[src/rtl/axis_pfifo_pkg.sv]
// Shared types and helpers for the axis_pfifo stream FIFO.
// Holds the packet-tracking state encoding and the wrap-aware pointer distance.
package axis_pfifo_pkg;

  typedef enum logic [1:0] {
    IDLE = 2'd0,
    OPEN = 2'd1,
    DROP = 2'd2
  } pf_state_e;

  // Distance a-b on pointers that are abits+1 wide and wrap modulo 2**(abits+1).
  function automatic logic [31:0] ptr_dist(input logic [31:0] a,
                                           input logic [31:0] b,
                                           input int          abits);
    return (a - b) & ((32'd2 << abits) - 32'd1);
  endfunction

endpackage

[src/rtl/axis_pfifo_ram.sv]
// Simple dual-port storage for axis_pfifo: synchronous write, asynchronous read.
// Kept separate so the memory can be swapped for a vendor primitive.
module axis_pfifo_ram #(
  parameter int WIDTH = 9,
  parameter int ABITS = 4
) (
  input  logic             aclk,
  input  logic             we,
  input  logic [ABITS-1:0] waddr,
  input  logic [WIDTH-1:0] wdata,
  input  logic [ABITS-1:0] raddr,
  output logic [WIDTH-1:0] rdata
);

  logic [WIDTH-1:0] mem [0:(1<<ABITS)-1];

  always_ff @(posedge aclk) begin
    if (we) begin
      mem[waddr] <= wdata;
    end
  end

  assign rdata = mem[raddr];

endmodule

[src/rtl/axis_pfifo.sv]
// Single-clock AXI4-Stream FIFO with optional store-and-forward (PACKET=1).
// Define AXIS_PFIFO_DROP_EN to add drop_o and discard packets too long to ever fit.
module axis_pfifo
  import axis_pfifo_pkg::*;
#(
  parameter int WIDTH  = 8,
  parameter int ABITS  = 4,
  parameter int PACKET = 0
) (
  input  logic             aclk,
  input  logic             aresetn,
  input  logic             s_tvalid_i,
  output logic             s_tready_o,
  input  logic             s_tlast_i,
  input  logic [WIDTH-1:0] s_tdata_i,
  output logic             m_tvalid_o,
  input  logic             m_tready_i,
  output logic             m_tlast_o,
  output logic [WIDTH-1:0] m_tdata_o,
  output logic [ABITS:0]   level_o
`ifdef AXIS_PFIFO_DROP_EN
  ,
  output logic             drop_o
`endif
);

  localparam int          PW    = ABITS + 1;
  localparam logic [31:0] DEPTH = 32'd1 << ABITS;

  pf_state_e        state_reg, state_next;
  logic [ABITS:0]   wr_ptr_reg, wr_ptr_next;
  logic [ABITS:0]   wr_cmt_reg, wr_cmt_next;
  logic [ABITS:0]   rd_ptr_reg, rd_ptr_next;
  logic             s_tready_reg, s_tready_next;
  logic             m_tvalid_reg;
  logic             m_tlast_reg;
  logic [WIDTH-1:0] m_tdata_reg;
  logic             accept;
  logic             load;
  logic             ram_we;
  logic [WIDTH:0]   ram_rdata;
`ifdef AXIS_PFIFO_DROP_EN
  logic             drop_reg, drop_next;
`endif

  assign accept = s_tvalid_i & s_tready_reg;
  // Only committed entries may move into the output register.
  assign load   = (rd_ptr_reg != wr_cmt_reg) & (~m_tvalid_reg | m_tready_i);

  always_comb begin
    wr_ptr_next = wr_ptr_reg;
    wr_cmt_next = wr_cmt_reg;
    state_next  = state_reg;
    ram_we      = 1'b0;
`ifdef AXIS_PFIFO_DROP_EN
    drop_next   = 1'b0;
`endif
    rd_ptr_next = load ? rd_ptr_reg + 1'b1 : rd_ptr_reg;

    if (PACKET == 0) begin
      if (accept) begin
        ram_we      = 1'b1;
        wr_ptr_next = wr_ptr_reg + 1'b1;
        wr_cmt_next = wr_ptr_reg + 1'b1;
      end
    end else begin
      case (state_reg)
        IDLE: begin
          if (accept) begin
            ram_we      = 1'b1;
            wr_ptr_next = wr_ptr_reg + 1'b1;
            if (s_tlast_i) wr_cmt_next = wr_ptr_reg + 1'b1;
            else           state_next  = OPEN;
          end
        end
        OPEN: begin
`ifdef AXIS_PFIFO_DROP_EN
          // An open packet already filling the whole RAM can never commit.
          if (s_tvalid_i && ptr_dist(32'(wr_ptr_reg), 32'(wr_cmt_reg), ABITS) == DEPTH) begin
            wr_ptr_next = wr_cmt_reg;
            state_next  = DROP;
          end else
`endif
          if (accept) begin
            ram_we      = 1'b1;
            wr_ptr_next = wr_ptr_reg + 1'b1;
            if (s_tlast_i) begin
              wr_cmt_next = wr_ptr_reg + 1'b1;
              state_next  = IDLE;
            end
          end
        end
`ifdef AXIS_PFIFO_DROP_EN
        DROP: begin
          if (accept && s_tlast_i) begin
            state_next = IDLE;
            drop_next  = 1'b1;
          end
        end
`endif
        default: state_next = IDLE;
      endcase
    end

    s_tready_next = (state_next == DROP) ||
                    (ptr_dist(32'(wr_ptr_next), 32'(rd_ptr_next), ABITS) < DEPTH);
  end

  axis_pfifo_ram #(
    .WIDTH(WIDTH + 1),
    .ABITS(ABITS)
  ) u_ram (
    .aclk  (aclk),
    .we    (ram_we),
    .waddr (wr_ptr_reg[ABITS-1:0]),
    .wdata ({s_tlast_i, s_tdata_i}),
    .raddr (rd_ptr_reg[ABITS-1:0]),
    .rdata (ram_rdata)
  );

  always_ff @(posedge aclk or negedge aresetn) begin
    if (!aresetn) begin
      state_reg    <= IDLE;
      wr_ptr_reg   <= '0;
      wr_cmt_reg   <= '0;
      rd_ptr_reg   <= '0;
      s_tready_reg <= 1'b0;
      m_tvalid_reg <= 1'b0;
      m_tlast_reg  <= 1'b0;
      m_tdata_reg  <= '0;
`ifdef AXIS_PFIFO_DROP_EN
      drop_reg     <= 1'b0;
`endif
    end else begin
      state_reg    <= state_next;
      wr_ptr_reg   <= wr_ptr_next;
      wr_cmt_reg   <= wr_cmt_next;
      rd_ptr_reg   <= rd_ptr_next;
      s_tready_reg <= s_tready_next;
`ifdef AXIS_PFIFO_DROP_EN
      drop_reg     <= drop_next;
`endif
      if (load) begin
        m_tvalid_reg <= 1'b1;
        m_tlast_reg  <= ram_rdata[WIDTH];
        m_tdata_reg  <= ram_rdata[WIDTH-1:0];
      end else if (m_tready_i) begin
        m_tvalid_reg <= 1'b0;
      end
    end
  end

  assign s_tready_o = s_tready_reg;
  assign m_tvalid_o = m_tvalid_reg;
  assign m_tlast_o  = m_tlast_reg;
  assign m_tdata_o  = m_tdata_reg;
  assign level_o    = PW'(ptr_dist(32'(wr_ptr_reg), 32'(rd_ptr_reg), ABITS));
`ifdef AXIS_PFIFO_DROP_EN
  assign drop_o     = drop_reg;
`endif

endmodule

[config.mk]
export PLATFORM = sky130hd
export DESIGN_NAME = axis_pfifo
export DESIGN_NICKNAME = d
export VERILOG_FILES = /design/src/rtl/axis_pfifo_pkg.sv /design/src/rtl/axis_pfifo_ram.sv /design/src/rtl/axis_pfifo.sv
export SDC_FILE = /design/constraint.sdc
export NUM_CORES = 1
export LEC_CHECK = 0
export BUFFER_PORTS_ARGS = -buffer_cell sky130_fd_sc_hd__buf_2
export CORE_ASPECT_RATIO = 0.75
export CORE_MARGIN = 8
export CORE_UTILIZATION = 45
export DETAILED_ROUTE_END_ITERATION = 8
export PLACE_DENSITY_LB_ADDON = 0.08
export SLEW_MARGIN = 20
export SYNTH_ARGS = -nofsm -noshare
export SYNTH_HDL_FRONTEND = slang
export SYNTH_HIERARCHICAL = 1
export SYNTH_SLANG_ARGS = --single-unit
[constraint.sdc]
create_clock -name aclk -period 5.3 [get_ports aclk]
set_input_delay 0.53 -clock aclk [delete_from_list [all_inputs] [get_ports aclk]]
set_output_delay 0.53 -clock aclk [all_outputs]
set_load 0.01 [all_outputs]
==> run metrics <==
status complete, no violations; overall power 4.62 mW; critical path fanouts, max 26; Crit. Startpoint rd_ptr_reg[0]; Worst path slowest cell dfrtp_2; # DRC 0; vias post-DR 3,432; worst reg2reg startpoint rd_ptr_reg[0]; post-synthesis net count 394; most frequent cells in the layout edfxtp_1 (144), buf_2 (28), dfrtp_1 (24); Reg area 4980 µm²; Skew-Pair Late Insertion Delay about 0.42 ns; Net count, final 434; total track usage around 16%; # H-tree levels 4; DR WL/cell 23.0 µm; Setup crit end kind primary output; busiest grt layer met2; Core Rows 39; Post-synth top flop edfxtp_1; final worst path period share between 60 and 70%; core region area ~15,000 µm²; clk root buf clkbuf_16; multi-input logic area 1890 µm²; Seq/Total Area, Yosys ~71%; layout cells sized above 1 ~25%; Power per Cell Area between 500 and 600 nW/µm²; die area roughly 20,000 µm²; setup_tns 0 ns; Mean Syn Cell Area ~19 µm²; final hold viol count 0; YS warnings 6; LEAKAGE around 2.8 nW; IO Pins 29; CP Class reg2out; Post-DRT Antenna Nets 0; leading cell type in the layout, fill and taps excluded edfxtp_1; worst slew pin tran about 1.2 ns; RSZ-0062 raised after global routing no; max FFs per register between 100 and 150; Max Fclk between 200 and 300 MHz; CTS tree yes; die height 124 µm; post-CTS resize count 0; RePlAce Congestion around 0.78; startpoint types register; Final setup viols 0; WP data required about 4.8 ns; CP Data Arrival Time between 3 and 4 ns; Max IR drop VDD ~0.25 mV; vias per cell about 5.5; number of inserted diodes 0; register bit total from synthesis 170; GRT met1 Usage a little under a quarter; post-cts hold buffer count 0; first-pass GRT wire length about 22 mm; vias in the first global route roughly 3,600; number of synthesized flops with an enable pin 144; total gr overflow 0; MaxCap Viol Count 0; Netlist Area Pre-Place between 7000 and 8000 µm²; DP HPWL roughly 9 mm; max-slew violation count 0; Post-synth ARST share about 15%; Post-CTS Setup Bufs 0; crit-path max cell delay ~0.72 ns; Initial Utilization between 40 and 50%; met2 Use GR between 20% and 30%; Buffers on Ports 28; GRT met3 Usage 3.90%; largest net degree at the start of global routing 41; fill cell count between 1,000 and 1,500; drt first pass iters 4; Most flops, register u_ram/mem; Worst-path clk slew 0.06 ns; synthesis-to-finish area growth 13.5%; total CTS buffers 17; Netlist cell types 46; worst-path cell chain buf_4 -> ha_1 -> fa_1 -> inv_1 -> a21o_1 -> a21oi_1 -> xnor2_1 -> buf_2; Final Util 52.4%; Longest Clk Path Bufs 2; CTS Sinks 170; Die W around 160 µm; Post-Route WL between 10 and 15 mm; initial DRC count between 200 and 300; Rel. slew slack between 20% and 30%; clk_skew 0.00802 ns; Final min period 3.61 ns; Cells after Synth 371; HP Class in2async; initial antenna violation count 0
## critical path: cells and delay by family, from the launching register on
kind / cells / cell delay (ns)
buffers and inverters: 3 / 0.73
flip-flops: 1 / 0.72
AO/OA/AOI/OAI: 2 / 0.52
adder cells (fa/ha/maj): 2 / 0.49
XOR/XNOR: 1 / 0.16
## stage by stage
step	hold slack (ns)	instance area, µm²	setup WS [ns]	instances
finish	0.127	7970	1.69	629
global route	0.169	7970	1.40	629
CTS	0.132	7960	1.61	629
detailed placement	0.484	7350	1.67	597
global placement	0.472	7350	1.72	597
floorplan	0.234	7020	2.33	371
## synthesized netlist by cell type (all sizes together), types with 2 or more instances
cell type	instances	area share (%)
mux4	36	12
nor2b	2	0.18
a21oi	3	0.21
and2	2	0.18
buf	8	1.1
xnor2	15	1.9
xor2	5	0.62
ha	9	1.6
nor3	5	0.36
nor2	15	0.80
mux2	10	1.6
nand2	19	1.0
o21ai	6	0.59
a22oi	18	1.9
nand2b	4	0.36
clkbuf	4	0.41
a211oi	3	0.46
nand3	6	0.43
dfrtp	26	9.3
edfxtp	144	62
inv	13	0.69
nand3b	2	0.21
a21o	3	0.32
## layout make-up
cell class	count	area share (%)
sequential	170	62.4
multi-input combinational	175	23.8
clock buffer	20	5.48
tap	205	3.22
timing repair buffer	34	2.32
clock inverter	12	2.17
inverter	13	0.612
## worst paths after layout
kind                       cells after the start       endpoint  slack [ns]
max                                            8     level_o[4]        1.69
max in group asynchronous                      1  rd_ptr_reg[0]        4.72
max reg2reg                                   11     s_tready_o        1.71
min in group aclk                              1      m_tlast_o        0.49
min                                            1  wr_cmt_reg[2]        0.13
min reg2reg                                    1      m_tlast_o        0.49
## layer usage
layer	part of all wire (%)	vias to the layer above
met4	0.96	0
met5	0	-
met2	44	79
li1	-	1556
met1	49	1786
met3	5.8	11
## report_power, final
| group | switching (mW) | internal [mW] | leakage, nW | total (mW) |
|---|---|---|---|---|
| Sequential | 0.165 | 1.64 | 1.61 | 1.80 |
| Clock | 0.490 | 0.787 | 0.294 | 1.28 |
| Combinational | 0.826 | 0.712 | 0.911 | 1.54 |
## logic make-up after synthesis
family / count (synthesis) / synth area share, %
simple gates: 62 / 4.31
fa+ha+maj: 10 / 1.89
compound gates: 36 / 3.85
flops: 170 / 70.8
xor+xnor: 21 / 2.83
buf+inv: 26 / 2.33
mux: 46 / 13.9
Note: power is estimated with default switching activity, not from simulation.
